## src/rtl/lane_merge_sched.sv

```systemverilog
// lane_merge_sched: merges two 32-bit lanes into one registered output stream,
// strictly alternating lane 0, lane 1, lane 0, ... Each lane has a 2-entry
// FIFO. If the expected lane stays empty while the other lane's FIFO is full
// for SKEW_MAX consecutive cycles, both FIFOs are flushed and skew_err pulses.
// Optional build macro LANE_MERGE_STATS_EN adds word_count and flush_count.
module lane_merge_sched #(
    parameter int SKEW_MAX = 8
) (
    input  logic        clk_2f,
    input  logic        reset,
    input  logic        valid_0,
    input  logic [31:0] lane_0,
    output logic        ready_0,
    input  logic        valid_1,
    input  logic [31:0] lane_1,
    output logic        ready_1,
    output logic [31:0] data_out,
    output logic        valid_out,
    input  logic        ready_out,
`ifdef LANE_MERGE_STATS_EN
    output logic [15:0] word_count,
    output logic [7:0]  flush_count,
`endif
    output logic        skew_err
);

    typedef enum logic [1:0] {
        ST_EXP0  = 2'd0,
        ST_EXP1  = 2'd1,
        ST_FLUSH = 2'd2
    } state_t;

    // Counter value at which one more stall cycle triggers the flush
    localparam logic [7:0] SKEW_LAST = 8'(SKEW_MAX - 1);

    state_t      state_r;
    state_t      state_next_s;
    logic [7:0]  skew_cnt_r;
    logic [7:0]  skew_cnt_next_s;
    logic [31:0] mem_r [2][2];
    logic [1:0]  cnt_r [2];
    logic [1:0]  cnt_next_s [2];
    logic        ready_r [2];
    logic        ready_next_s [2];
    logic [31:0] lane_data_s [2];
    logic        push_s [2];
    logic        pop_s [2];
    logic        exp_s;
    logic        stall_s;
    logic        slot_free_s;
    logic        load_s;
    logic [31:0] load_data_s;
    logic [31:0] data_out_r;
    logic        valid_out_r;
    logic        skew_err_r;

    assign ready_0   = ready_r[0];
    assign ready_1   = ready_r[1];
    assign data_out  = data_out_r;
    assign valid_out = valid_out_r;
    assign skew_err  = skew_err_r;

    // Next-state, FIFO pop/push decisions and skew counting
    always_comb begin
        lane_data_s[0]  = lane_0;
        lane_data_s[1]  = lane_1;
        push_s[0]       = valid_0 & ready_r[0];
        push_s[1]       = valid_1 & ready_r[1];
        pop_s[0]        = 1'b0;
        pop_s[1]        = 1'b0;
        exp_s           = 1'b0;
        stall_s         = 1'b0;
        load_s          = 1'b0;
        load_data_s     = 32'd0;
        state_next_s    = state_r;
        skew_cnt_next_s = 8'd0;
        slot_free_s     = ~valid_out_r | ready_out;

        case (state_r)
            ST_EXP0, ST_EXP1: begin
                exp_s   = (state_r == ST_EXP1);
                stall_s = (cnt_r[exp_s] == 2'd0) && (cnt_r[~exp_s] == 2'd2);
                if ((cnt_r[exp_s] != 2'd0) && slot_free_s) begin
                    pop_s[exp_s] = 1'b1;
                    load_s       = 1'b1;
                    load_data_s  = mem_r[exp_s][0];
                    state_next_s = exp_s ? ST_EXP0 : ST_EXP1;
                end else if (stall_s) begin
                    if (skew_cnt_r == SKEW_LAST) begin
                        state_next_s = ST_FLUSH;
                    end else begin
                        skew_cnt_next_s = skew_cnt_r + 8'd1;
                    end
                end else begin
                    skew_cnt_next_s = 8'd0;
                end
            end
            ST_FLUSH: begin
                state_next_s = ST_EXP0;
            end
            default: begin
                state_next_s = ST_EXP0;
            end
        endcase

        for (int i = 0; i < 2; i++) begin
            if (state_r == ST_FLUSH) begin
                cnt_next_s[i] = 2'd0;
            end else begin
                cnt_next_s[i] = cnt_r[i] + {1'b0, push_s[i]} - {1'b0, pop_s[i]};
            end
            ready_next_s[i] = (cnt_next_s[i] != 2'd2) && (state_next_s != ST_FLUSH);
        end
    end

    // FSM, skew counter, lane ready flags and the registered output word
    always_ff @(posedge clk_2f or posedge reset) begin
        if (reset) begin
            state_r     <= ST_EXP0;
            skew_cnt_r  <= 8'd0;
            ready_r[0]  <= 1'b0;
            ready_r[1]  <= 1'b0;
            data_out_r  <= 32'h0000_0000;
            valid_out_r <= 1'b0;
            skew_err_r  <= 1'b0;
        end else begin
            state_r    <= state_next_s;
            skew_cnt_r <= skew_cnt_next_s;
            ready_r[0] <= ready_next_s[0];
            ready_r[1] <= ready_next_s[1];
            skew_err_r <= (state_next_s == ST_FLUSH);
            if (load_s) begin
                data_out_r  <= load_data_s;
                valid_out_r <= 1'b1;
            end else if (ready_out) begin
                valid_out_r <= 1'b0;
            end else begin
                valid_out_r <= valid_out_r;
            end
        end
    end

    // Lane FIFO storage: entry 0 is always the head, pops shift entry 1 down
    always_ff @(posedge clk_2f or posedge reset) begin
        if (reset) begin
            for (int i = 0; i < 2; i++) begin
                mem_r[i][0] <= 32'd0;
                mem_r[i][1] <= 32'd0;
                cnt_r[i]    <= 2'd0;
            end
        end else begin
            for (int i = 0; i < 2; i++) begin
                if (push_s[i] && pop_s[i]) begin
                    mem_r[i][0] <= (cnt_r[i] == 2'd2) ? mem_r[i][1] : lane_data_s[i];
                    mem_r[i][1] <= lane_data_s[i];
                end else if (pop_s[i]) begin
                    mem_r[i][0] <= mem_r[i][1];
                end else if (push_s[i]) begin
                    mem_r[i][cnt_r[i][0]] <= lane_data_s[i];
                end
                cnt_r[i] <= cnt_next_s[i];
            end
        end
    end

`ifdef LANE_MERGE_STATS_EN
    logic [15:0] word_count_r;
    logic [7:0]  flush_count_r;

    assign word_count  = word_count_r;
    assign flush_count = flush_count_r;

    // Output handshake counter (wrapping) and flush-entry counter (saturating)
    always_ff @(posedge clk_2f or posedge reset) begin
        if (reset) begin
            word_count_r  <= 16'd0;
            flush_count_r <= 8'd0;
        end else begin
            if (valid_out_r && ready_out) begin
                word_count_r <= word_count_r + 16'd1;
            end
            if ((state_next_s == ST_FLUSH) && (state_r != ST_FLUSH) &&
                (flush_count_r != 8'hFF)) begin
                flush_count_r <= flush_count_r + 8'd1;
            end
        end
    end
`endif

endmodule
```

## config.mk

```make
export PLATFORM = sky130hd
export DESIGN_NAME = lane_merge_sched
export DESIGN_NICKNAME = d
export VERILOG_FILES = /design/src/rtl/lane_merge_sched.sv
export SDC_FILE = /design/constraint.sdc
export NUM_CORES = 1
export LEC_CHECK = 0
export BUFFER_PORTS_ARGS = -buffer_cell sky130_fd_sc_hd__buf_2
export CAP_MARGIN = 20
export CORE_ASPECT_RATIO = 0.5
export CORE_MARGIN = 5
export CORE_UTILIZATION = 58
export DETAILED_ROUTE_END_ITERATION = 16
export GPL_TIMING_DRIVEN = 0
export PLACE_DENSITY = 0.8
export REMOVE_ABC_BUFFERS = 1
export SYNTH_ARGS = -nofsm -noshare
export SYNTH_HDL_FRONTEND = slang
export SYNTH_SLANG_ARGS = --single-unit
```

## constraint.sdc

```tcl
create_clock -name clk_2f -period 6.5 [get_ports clk_2f]
set_input_delay 0.65 -clock clk_2f [delete_from_list [all_inputs] [get_ports clk_2f]]
set_output_delay 0.65 -clock clk_2f [all_outputs]
set_load 0.01 [all_outputs]
```

==> results.md, run 1 <==
* Status: complete, no violations
* Mux cell area share after synthesis at 8.504%
* Post-CTS setup buffers at 0
* Top FF cell, synth: dfrtp_1
* Cell variety after synth at 46
* Via count at 7,118
* Max-cap violations at 0
* XOR/XNOR Fraction of Synth Area at 0.7136%
* Final Cycle Share at 57.26%
* Crit Path Class: flop to flop
* Vias in the first global route at 6,922
* CP top delay family: simple AND/OR/NAND/NOR gates
* Pre-CTS setup slack at 1.650 ns
* Height of the die at 96.07 um
* Simple-gate share of the synthesized area at 12.96%
* # hold bufs at CTS at 0
* Slowest-stage cell, CP: nand2b_2
* Initial antenna violation count at 3
* Crit. End Element: flop
* Clock Path Buffers at 2
* Max VDD drop at 0.2633 mV
* Total CTS buffers at 17
* Worst-Skew Late Latency at 0.43 ns
* Yosys warning total at 0
* Residual DRC count at 0
* Drt first pass iters at 5
* Post-layout min period at approximately 3.7 ns
* Fill count at 1,046
* Post-synth EDFFs at 0
* Largest net degree at the start of global routing at 110
* Sink Count at 178
* # setup viols final at 0
* Pwr dens at 581.8 nW/um^2
* Synthesized area per cell at a little over 10 um^2
* CP arrival at 4.08 ns
* Routed len/inst at approximately 21 um
* Cell-by-cell trace of the critical path: nand2b_2 -> nor2_1 -> o21ai_0 -> ha_1 -> buf_16 -> nor2_4 -> o32a_1
* Layout cell share with drive strength beyond 1 at around 25%
* FMAX at 268.7 MHz
* Critical path launch point type: flop
* CTS tree: built
* Crit path buffers/inverters at 1
* Critical Path Fanout Max at 42
* Syn-to-layout area delta at 17.45%
* Clk slew on worst S/H paths at 0.07 ns
* Sequential fraction of the synthesis area at 51.84%
* Core footprint at 14,510 um^2
* Adder-Cell Fraction of Synth Area at 0.7281%
* Worst-Margin Slew at 1.059 ns
* Total grt overflow at 0
* Pleak at 0.004211 uW
* Die area at 17,500 um^2
* Largest family of logic cells by synthesized area: compound AO/OA/AOI/OAI gates
* Detailed-placement wirelength estimate at 14,890 um
* Relative slew slack at ~30%
* Final Max Slew Viols at 0
* Yosys reg bits at 178
* Hold Vio Cnt, Final at 0
* Unrepaired setup endpoints after global routing: no
* Routability cong. at 0.8170
* CTS root buf: clkbuf_16
* Rows at 31
* Die width at 182.1 um
* Cell count after synthesis at 840
* Number of DRC markers in iteration 0 at about 760
* Ports at between 100 and 150
* Worst Path Required at 6.85 ns
* Final worst slack at 2.778 ns
* First-pass GRT wire length at 37,150 um
* Final ANT Viol Nets at 0
* Port bufs at 104
* Worst hold-check path type: input port to asynchronous set/reset pin
* Total Wirelength at 23,390 um
* Most frequent cells in the layout: dfrtp_1, buf_2, nand2_1, o21ai_0, a31oi_1
* Worst Clk Skew at 0.008172 ns
* Vias per cell at 6.395
* Initial Utilization at ~59%
* FFs w/ async S/R, synth at 100.0%
* Synth Area in Compound Gates at around a fifth
* Nets at between 900 and 1,000
* Overall power at 5871 uW
* Slowest Stage Delay on Critical Path at 0.75 ns
* Number of diodes at 0
* Most common cell after layout, fill and taps aside: dfrtp_1
* GRT Total Usage at 27.04%
* Mapped cell area at ~8600 um^2
* Post-CTS sizing at 0
* H-tree levels at 4
==> area by class of cell <==
type / instances / area, um^2 / share of cell area, %
Clock buffer: 18 / 439.2 / 4.352
Clock inverter: 14 / 141.4 / 1.401
Inverter: 5 / 26.28 / 0.2604
Multi-Input combinational cell: 577 / 3849 / 38.14
Sequential cell: 178 / 4454 / 44.14
Tap cell: 198 / 247.7 / 2.455
Timing Repair Buffer: 123 / 933.4 / 9.250
==> synth_stat cells (2+ instances only) <==
library cell  count  area share, %
nand2_1          69            3.0
nand2b_1          6           0.44
a2bb2oi_1        30            3.1
nand3_1          38            2.2
nand3b_1         32            2.8
nor4_1            2           0.15
and3_1            2           0.15
nor2b_1           7           0.51
a21oi_1          37            2.2
or3_1             2           0.15
and3b_1           3           0.31
xor2_1            5           0.51
a31oi_1          68            5.0
buf_6             3           0.39
inv_1             5           0.22
buf_2            17           0.99
nor2_1           48            2.1
and2_1            4           0.29
a32oi_1           2           0.20
a21o_1           32            2.8
mux2_2           61            8.0
xnor2_1           2           0.20
nand4_1           2           0.15
o21ai_0          69            4.0
clkbuf_1         59            2.6
o32a_1            2           0.23
nor3_1            2           0.12
a211oi_1         30            2.6
mux2_1            3           0.39
dfrtp_1         178             52
ha_1              5           0.73
==> worst register-to-register path, stage by stage, from the launching register on <==
cell and delay [ns]:
dfrtp_1 0.56, nand2b_2 0.75, nor2_1 0.39, o21ai_0 0.16
ha_1 0.46, buf_16 0.28, nor2_4 0.73, o32a_1 0.32
==> report_power, final <==
| part | internal, uW | switching [uW] | total, uW |
|---|---|---|---|
| logic | 1240 | 1570 | 2810 |
| registers | 1680 | 361 | 2040 |
| clock network | 551 | 474 | 1030 |
==> final timing paths <==
| kind | startpoint | to | slack, ns | cells after the start |
|---|---|---|---|---|
| worst max register to register | state_r[1]$_DFF_PP0_ | mem_r[32]$_DFFE_PP0P_ | 2.78 | 7 |
| worst min-delay path | reset | data_out[7]$_DFFE_PP0P_ | 0.24 | 2 |
| min in group clk_2f | lane_1[27] | mem_r[27]$_DFFE_PP0P_ | 0.46 | 2 |
| max in group asynchronous | reset | mem_r[97]$_DFFE_PP0P_ | 5.36 | 3 |
| worst min register to register | mem_r[30]$_DFFE_PP0P_ | mem_r[30]$_DFFE_PP0P_ | 0.49 | 1 |
| worst max-delay path | state_r[1]$_DFF_PP0_ | mem_r[32]$_DFFE_PP0P_ | 2.78 | 7 |
==> through the flow <==
step           hold slack, ns  setup TNS, ns  cells  util (%)  area [um^2]
4_1_cts                0.2748              0   1110     68.99        10010
3_5_place_dp           0.4798              0   1078     64.99         9428
6_report               0.2404              0   1113     69.56        10090
3_3_place_gp           0.4692        -185.43   1062     62.15         9016
2_1_floorplan          0.4590              0    760         -         8248
5_1_grt                0.2890              0   1113     69.56        10090
==> metal layers <==
layer  GRT usage (%)  up-vias  share of wire, %
met2           41.76      348                47
met1           36.65     3523                41
met4           8.427        6               1.6
met5               0        -              0.20
met3           9.211       43                10
li1                -     3198                 -
==> registers in the layout, indices dropped and copies added, names as in the netlist <==
name,flops
skew_err,1
ready_1,1
data_out,32
cnt_r,4
skew_cnt_r,8
valid_out,1
mem_r,128
state_r,2
ready_0,1
==> cells by family after synthesis <==
kind of cell,count (synthesis)
mux,65
simple gates,223
xor+xnor,7
compound gates,277
buf+inv,85
flops,178
fa+ha+maj,5
Power figures use the tool's default switching activity.
==> run 2, diff against run 1 <==
CORE_UTILIZATION = 53   (was 58)
PLACE_DENSITY = 0.77   (was 0.8)
clock period = 3.11 ns   (was 6.5 ns; I/O delays follow)
==> run 2 against run 1 <==
Critical path depth stayed put. Sequential power grew 110%. Hold slack worse by 0.12 ns. Fmax grew 27%. Sequential share of layout area is 0.14 points lower. Wire length increased by 4.5%. Setup slack worse by 2.6 ns. Combinational power grew 110%. Core utilization is 4.8 points lower. Power increased by 110%. First-iteration DRC count down 15%. Critical path type unchanged. Highest routed layer unchanged.
==> results.md, run 2 (synthesis results as in run 1) <==
* Final ANT Viol Nets at 0
* Ports at 105
* Reg2Reg Launch Point: state_r[1]$_DFF_PP0_
* Critical Path Fanout Max at 51
* Reg with most FFs: mem_r
* Clock Path Buffers at 2
* Nets at 982
* Via count at ~7,300
* Most frequent cells in the layout: dfrtp_1, buf_2, nand2_1, o21ai_0, a31oi_1
* Hold depth at 2
* Pwr dens at 1218 nW/um^2
* Relative slew slack at around 30%
* Overall power at approximately 12,000 uW
* Total CTS buffers at 17
* CTS root buf: clkbuf_16
* Max VDD drop at ~0.53 mV
* Core footprint at 15,660 um^2
* Worst Clk Skew at 0.01311 ns
* Crit Path Class: flop to flop
* # setup viols final at 0
* Detailed-placement wirelength estimate at 15,100 um
* Max-cap violations at 0
* Port bufs at 104
* Critical path launch point type: flop
* Rows at 32
* Worst-Margin Slew at 1.058 ns
* Sink Count at approximately 180
* Worst R2R Setup Slack at 0.18 ns
* Clk slew on worst S/H paths at approximately 0.080 ns
* Pleak at 0.004194 uW
* Worst-Skew Late Latency at 0.43 ns
* Residual DRC count at 0
* FF-to-FF End: cnt_r[3]$_DFF_PP0_
* Status: complete, no violations
* Hold Vio Cnt, Final at 0
* GRT Total Usage at 25.58%
* Syn-to-layout area delta at 17.96%
* Initial antenna violation count at 2
* Height of the die at between 100 and 150 um
* Drt first pass iters at 5
* Routed len/inst at 21.38 um
* Total Wirelength at 24,440 um
* Unrepaired setup endpoints after global routing: no
* First-pass GRT wire length at 38,620 um
* Total grt overflow at 0
* Layout cell share with drive strength beyond 1 at a little over a quarter
* Max FFs per register at 128
* Sink of the worst hold path: mem_r[29]$_DFFE_PP0P_
* Worst Path Required at 3.43 ns
* Worst min-delay path startpoint: lane_1[29]
* Placed cell area at 9425 um^2
* H-tree levels at 4
* Post-layout min period at between 2 and 3 ns
* Largest net degree at the start of global routing at approximately 120
* Crit. End Element: flop
* Vias in the first global route at 7,138
* CP arrival at 3.26 ns
* Die area at ~19,000 um^2
* Die width at 190.1 um
* Vias per cell at 6.343
* Final Max Slew Viols at 0
* Initial Utilization at 54.88%
* Routability cong. at around 0.8
* FMAX at ~340 MHz
* Post-route cell area at 10,130 um^2
* Length in cells of the worst reg-to-reg path at 7
* Number of DRC markers in iteration 0 at 649
* Final Cycle Share at 94.33%
* CTS tree: built
* Most common cell after layout, fill and taps aside: dfrtp_1
* Worst hold-check path type: input port to flop
[run 2: cell count changes in the layout (fill, tap and decap cells not counted), sizes merged]
cell	change
bufinv	+1
clkbuf	+2
clkinv	+2
clkinvlp	+3
diode	+1
dlygate4sd3	+1
inv	-6
nand2b	+1
nor2	+1
nor2b	+1
[run 2: metal layers]
metal	wire [um]	track usage (%)	up-vias
met5	32	0	-
met4	464	8.167	4
met3	2239	5.803	49
met2	11420	40.04	363
met1	10280	35.89	3618
li1	-	-	3216
[run 2: power breakdown]
group	total (uW)	internal (uW)	switching, uW
Clock	2190	1230	966
Sequential	4320	3520	803
Combinational	5840	2530	3310
Total	12300	7270	5080
[run 2: metrics by stage]
step / hold WS, ns / util [%] / setup slack, ns / std cells / TNS [ns]
2_1_floorplan: 0.4457 / - / -2.031 / 760 / -475.73
3_3_place_gp: 0.4683 / 57.78 / -4.020 / 1085 / -1141.04
3_5_place_dp: 0.3772 / 60.21 / -1.396 / 1100 / -59.29
4_1_cts: 0.1178 / 64.43 / 0.04145 / 1137 / 0
5_1_grt: 0.1268 / 64.72 / 0.07387 / 1142 / 0
6_report: 0.1219 / 64.74 / 0.1764 / 1143 / 0
[run 2: final cells by class]
type | instances | area (um^2)
antenna | 1 | 2.502
clock buffer | 20 | 446.7
clock inverter | 12 | 147.6
fill | 1233 | 5520
inverter | 5 | 33.78
multi-input combinational | 580 | 3892
sequential | 178 | 4459
tap | 221 | 276.5
timing repair buffer | 124 | 863.3
timing repair inverter | 2 | 12.51
[run 2: worst max path at each step]
stage	from	to	slack (ns)	cells past startpoint
2_1_floorplan	reset	cnt_r[0]$_DFF_PP0_	-2.03	1
3_3_place_gp	state_r[0]$_DFF_PP0_	mem_r[33]$_DFFE_PP0P_	-4.02	4
3_5_place_dp	cnt_r[2]$_DFF_PP0_	mem_r[102]$_DFFE_PP0P_	-1.40	8
4_1_cts	cnt_r[2]$_DFF_PP0_	mem_r[113]$_DFFE_PP0P_	0.04	8
5_1_grt	cnt_r[2]$_DFF_PP0_	mem_r[103]$_DFFE_PP0P_	0.07	8
6_report	state_r[1]$_DFF_PP0_	cnt_r[3]$_DFF_PP0_	0.18	7
[run 2: worst max-delay path, cell delays in order, from the launching register on]
cell and delay, ns:
dfrtp_1 0.64, or4_4 0.78, buf_12 0.24, ha_1 0.30, ha_1 0.20, xnor2_1 0.14
or3_1 0.34, and3b_1 0.19
[run 2: timing repair]
action,CTS,global route
hold buffers,1,0
pin swaps,1,0
endpoints found under the setup margin,68,84
endpoints found under the hold margin,60,0
gates resized for setup,10,3
setup buffers,1,3
gates cloned,3,2
==> run 3, diff against run 2 <==
CORE_UTILIZATION = 40   (was 53)
PLACE_DENSITY = default   (was 0.77)
==> run 3 against run 2 <==
Clock-buffer cell count unchanged. Global-route usage decreased by 5.7 points. First-iteration DRC count increased by 8.5%. Clock skew decreased by 0.0026 ns. Setup slack improved by 0.036 ns. Wire length increased by 0.34%. Critical path depth decreased by 1. Core utilization decreased by 16 points. Critical path type unchanged. Critical endpoint is now mem_r[32]$_DFFE_PP0P_.
==> results.md, run 3 (synthesis results as in run 1) <==
* Status: complete, no violations
* Vias in the first global route at 6,774
* Critical path launch point type: flop
* CTS tree: built
* Pwr dens at 1194 nW/um^2
* GRT Total Usage at roughly 20%
* Crit. End Element: flop
* Total CTS buffers at 17
* Worst Path Required at 3.41 ns
* Worst min-delay path startpoint: lane_1[12]
* Power share of the combinational group at 47.4%
* Overall power at 12,110 uW
* Fill count at between 1,500 and 2,000
* Clock Path Buffers at 2
* Placed cell area at 9492 um^2
* Routability cong. at 0.8115
* Via count at between 6,000 and 7,000
* Unrepaired setup endpoints after global routing: no
* Final Max Slew Viols at 0
* Sink Count at 178
* Worst Clk Skew at ~0.011 ns
* Internal at 7188 uW
* Die area at ~25,000 um^2
* Most common cell after layout, fill and taps aside: dfrtp_1
* Residual DRC count at 0
* Post-layout min period at between 2 and 3 ns
* Height of the die at 113.6 um
* Largest net degree at the start of global routing at 130
* Initial Utilization at 41.24%
* Crit path buffers/inverters at 0
* Ports at 105
* Post-route cell area at between 10,000 and 15,000 um^2
* Slowest Stage Delay on Critical Path at a little under 0.8 ns
* Vias per cell at 5.783
* Seq pwr share at about a third
* Sink of the worst hold path: mem_r[12]$_DFFE_PP0P_
* Relative slew slack at 33.63%
* Net Switching at about 4900 uW
* Detailed-placement wirelength estimate at between 15,000 and 20,000 um
* Pleak at 0.004170 uW
* Most frequent cells in the layout: dfrtp_1, buf_2, nand2_1, o21ai_0, a31oi_1
* Max FFs per register at between 100 and 150
* Total Wirelength at 24,520 um
* Length in cells of the worst reg-to-reg path at 6
* Reg with most FFs: mem_r
* Max VDD drop at 0.5334 mV
* Core footprint at ~21,000 um^2
* Hold Vio Cnt, Final at 0
* Worst R2R Setup Slack at 0.21 ns
* Met1 wire length at 11,830 um
* Syn-to-layout area delta at 18.07%
* Worst-Margin Slew at 0.9932 ns
* Final ANT Viol Nets at 0
* Worst-Skew Late Latency at 0.43 ns
* Cell-by-cell trace of the critical path: nand2b_4 -> nor2_1 -> o21ai_0 -> ha_2 -> nor2_4 -> o32a_1
* CTS root buf: clkbuf_16
* Die width at 217.3 um
* Total grt overflow at 0
* FMAX at roughly 350 MHz
* Sw frac at 40.65%
* Top routing layer used: met5
* Max-cap violations at 0
* Critical Path Fanout Max at between 40 and 50
* Layout cell share with drive strength beyond 1 at between 20% and 30%
* Nets at 979
* First-pass GRT wire length at 38,860 um
* Number of DRC markers in iteration 0 at ~700
* Routed len/inst at 20.57 um
* Met3 WL post-DR at 1379 um
* H-tree levels at 4
* Port bufs at 104
* CP arrival at 3.20 ns
* Initial antenna violation count at 2
* Final Cycle Share at 93.16%
* FF-to-FF End: mem_r[32]$_DFFE_PP0P_
* Total Neg Setup Slack at 0 ns
* Crit Path Class: flop to flop
* Worst hold-check path type: input port to flop
* Power share of the clock group at 17.4%
* Reg2Reg Launch Point: state_r[1]$_DFF_PP0_
* # setup viols final at 0
* CP top delay family: simple AND/OR/NAND/NOR gates
* Metal2 WL at 10,920 um
* Rows at 37
* Slowest-stage cell, CP: ha_2
* Drt first pass iters at 5
* Clk slew on worst S/H paths at 0.07 ns
* Hold depth at 2
==> run 3: worst max-delay path by stage <==
stage                                     from               endpoint  cells past startpoint
after detailed placement    cnt_r[2]$_DFF_PP0_  mem_r[98]$_DFFE_PP0P_                      8
after floorplan                          reset     cnt_r[0]$_DFF_PP0_                      1
after CTS                   cnt_r[2]$_DFF_PP0_     cnt_r[3]$_DFF_PP0_                      8
after global routing      state_r[1]$_DFF_PP0_  mem_r[59]$_DFFE_PP0P_                      6
final                     state_r[1]$_DFF_PP0_  mem_r[32]$_DFFE_PP0P_                      6
after global placement    state_r[0]$_DFF_PP0_  mem_r[32]$_DFFE_PP0P_                      4
==> run 3: stage by stage <==
stage	hold WS, ns	setup WS, ns	instances	util [%]
floorplan	0.4457	-2.031	760	-
global placement	0.4682	-4.652	1137	43.73
detailed placement	0.3469	-1.704	1153	45.56
global route	0.1197	0.02633	1192	48.70
CTS	0.1125	0.1044	1190	48.61
finish	0.1265	0.2127	1192	48.70
==> run 3: cell type report <==
class                           instances  area [um^2]  area share (%)
Clock buffer                           20        436.7           4.304
Multi-Input combinational cell        578         3875           38.20
Antenna cell                            1        2.502         0.02467
Timing Repair inverter                  2        12.51          0.1233
Clock inverter                         12        133.9           1.320
Tap cell                              273        341.6           3.367
Inverter                                5        33.78          0.3330
Timing Repair Buffer                  123        850.8           8.387
Sequential cell                       178         4458           43.94
==> run 3: routing by layer <==
metal / global-route usage, % / vias to the layer above
li1: - / 3212
met1: 28.99 / 3432
met2: 30.49 / 216
met3: 3.633 / 31
met4: 5.679 / 2
met5: 0 / -
==> run 3: worst register-to-register path, stage by stage (launching register included) <==
cell      delay (ns)
dfrtp_1         0.67
nand2b_4        0.58
nor2_1          0.16
o21ai_0         0.12
ha_2            0.78
nor2_4          0.25
o32a_1          0.23
==> run 3: power groups by stage <==
| stage | combinational (uW) | clock [uW] | sequential, uW |
|---|---|---|---|
| detailed placement | 5570 | 0 | 4300 |
| global placement | 5170 | 0 | 4250 |
| floorplan | 3610 | 0 | 4170 |
| global route | 6270 | 2260 | 4410 |
| finish | 5740 | 2110 | 4260 |
| CTS | 5680 | 2150 | 4280 |
==> run 3: repair_timing <==
| item | CTS | global route |
|---|---|---|
| resized for setup | 11 | 0 |
| setup buffers | 1 | 1 |
| pin swaps | 1 | 0 |
| endpoints found under the setup margin | 99 | 17 |
| endpoints found under the hold margin | 49 | 0 |
| cloned | 3 | 0 |
| hold buffers | 1 | 0 |
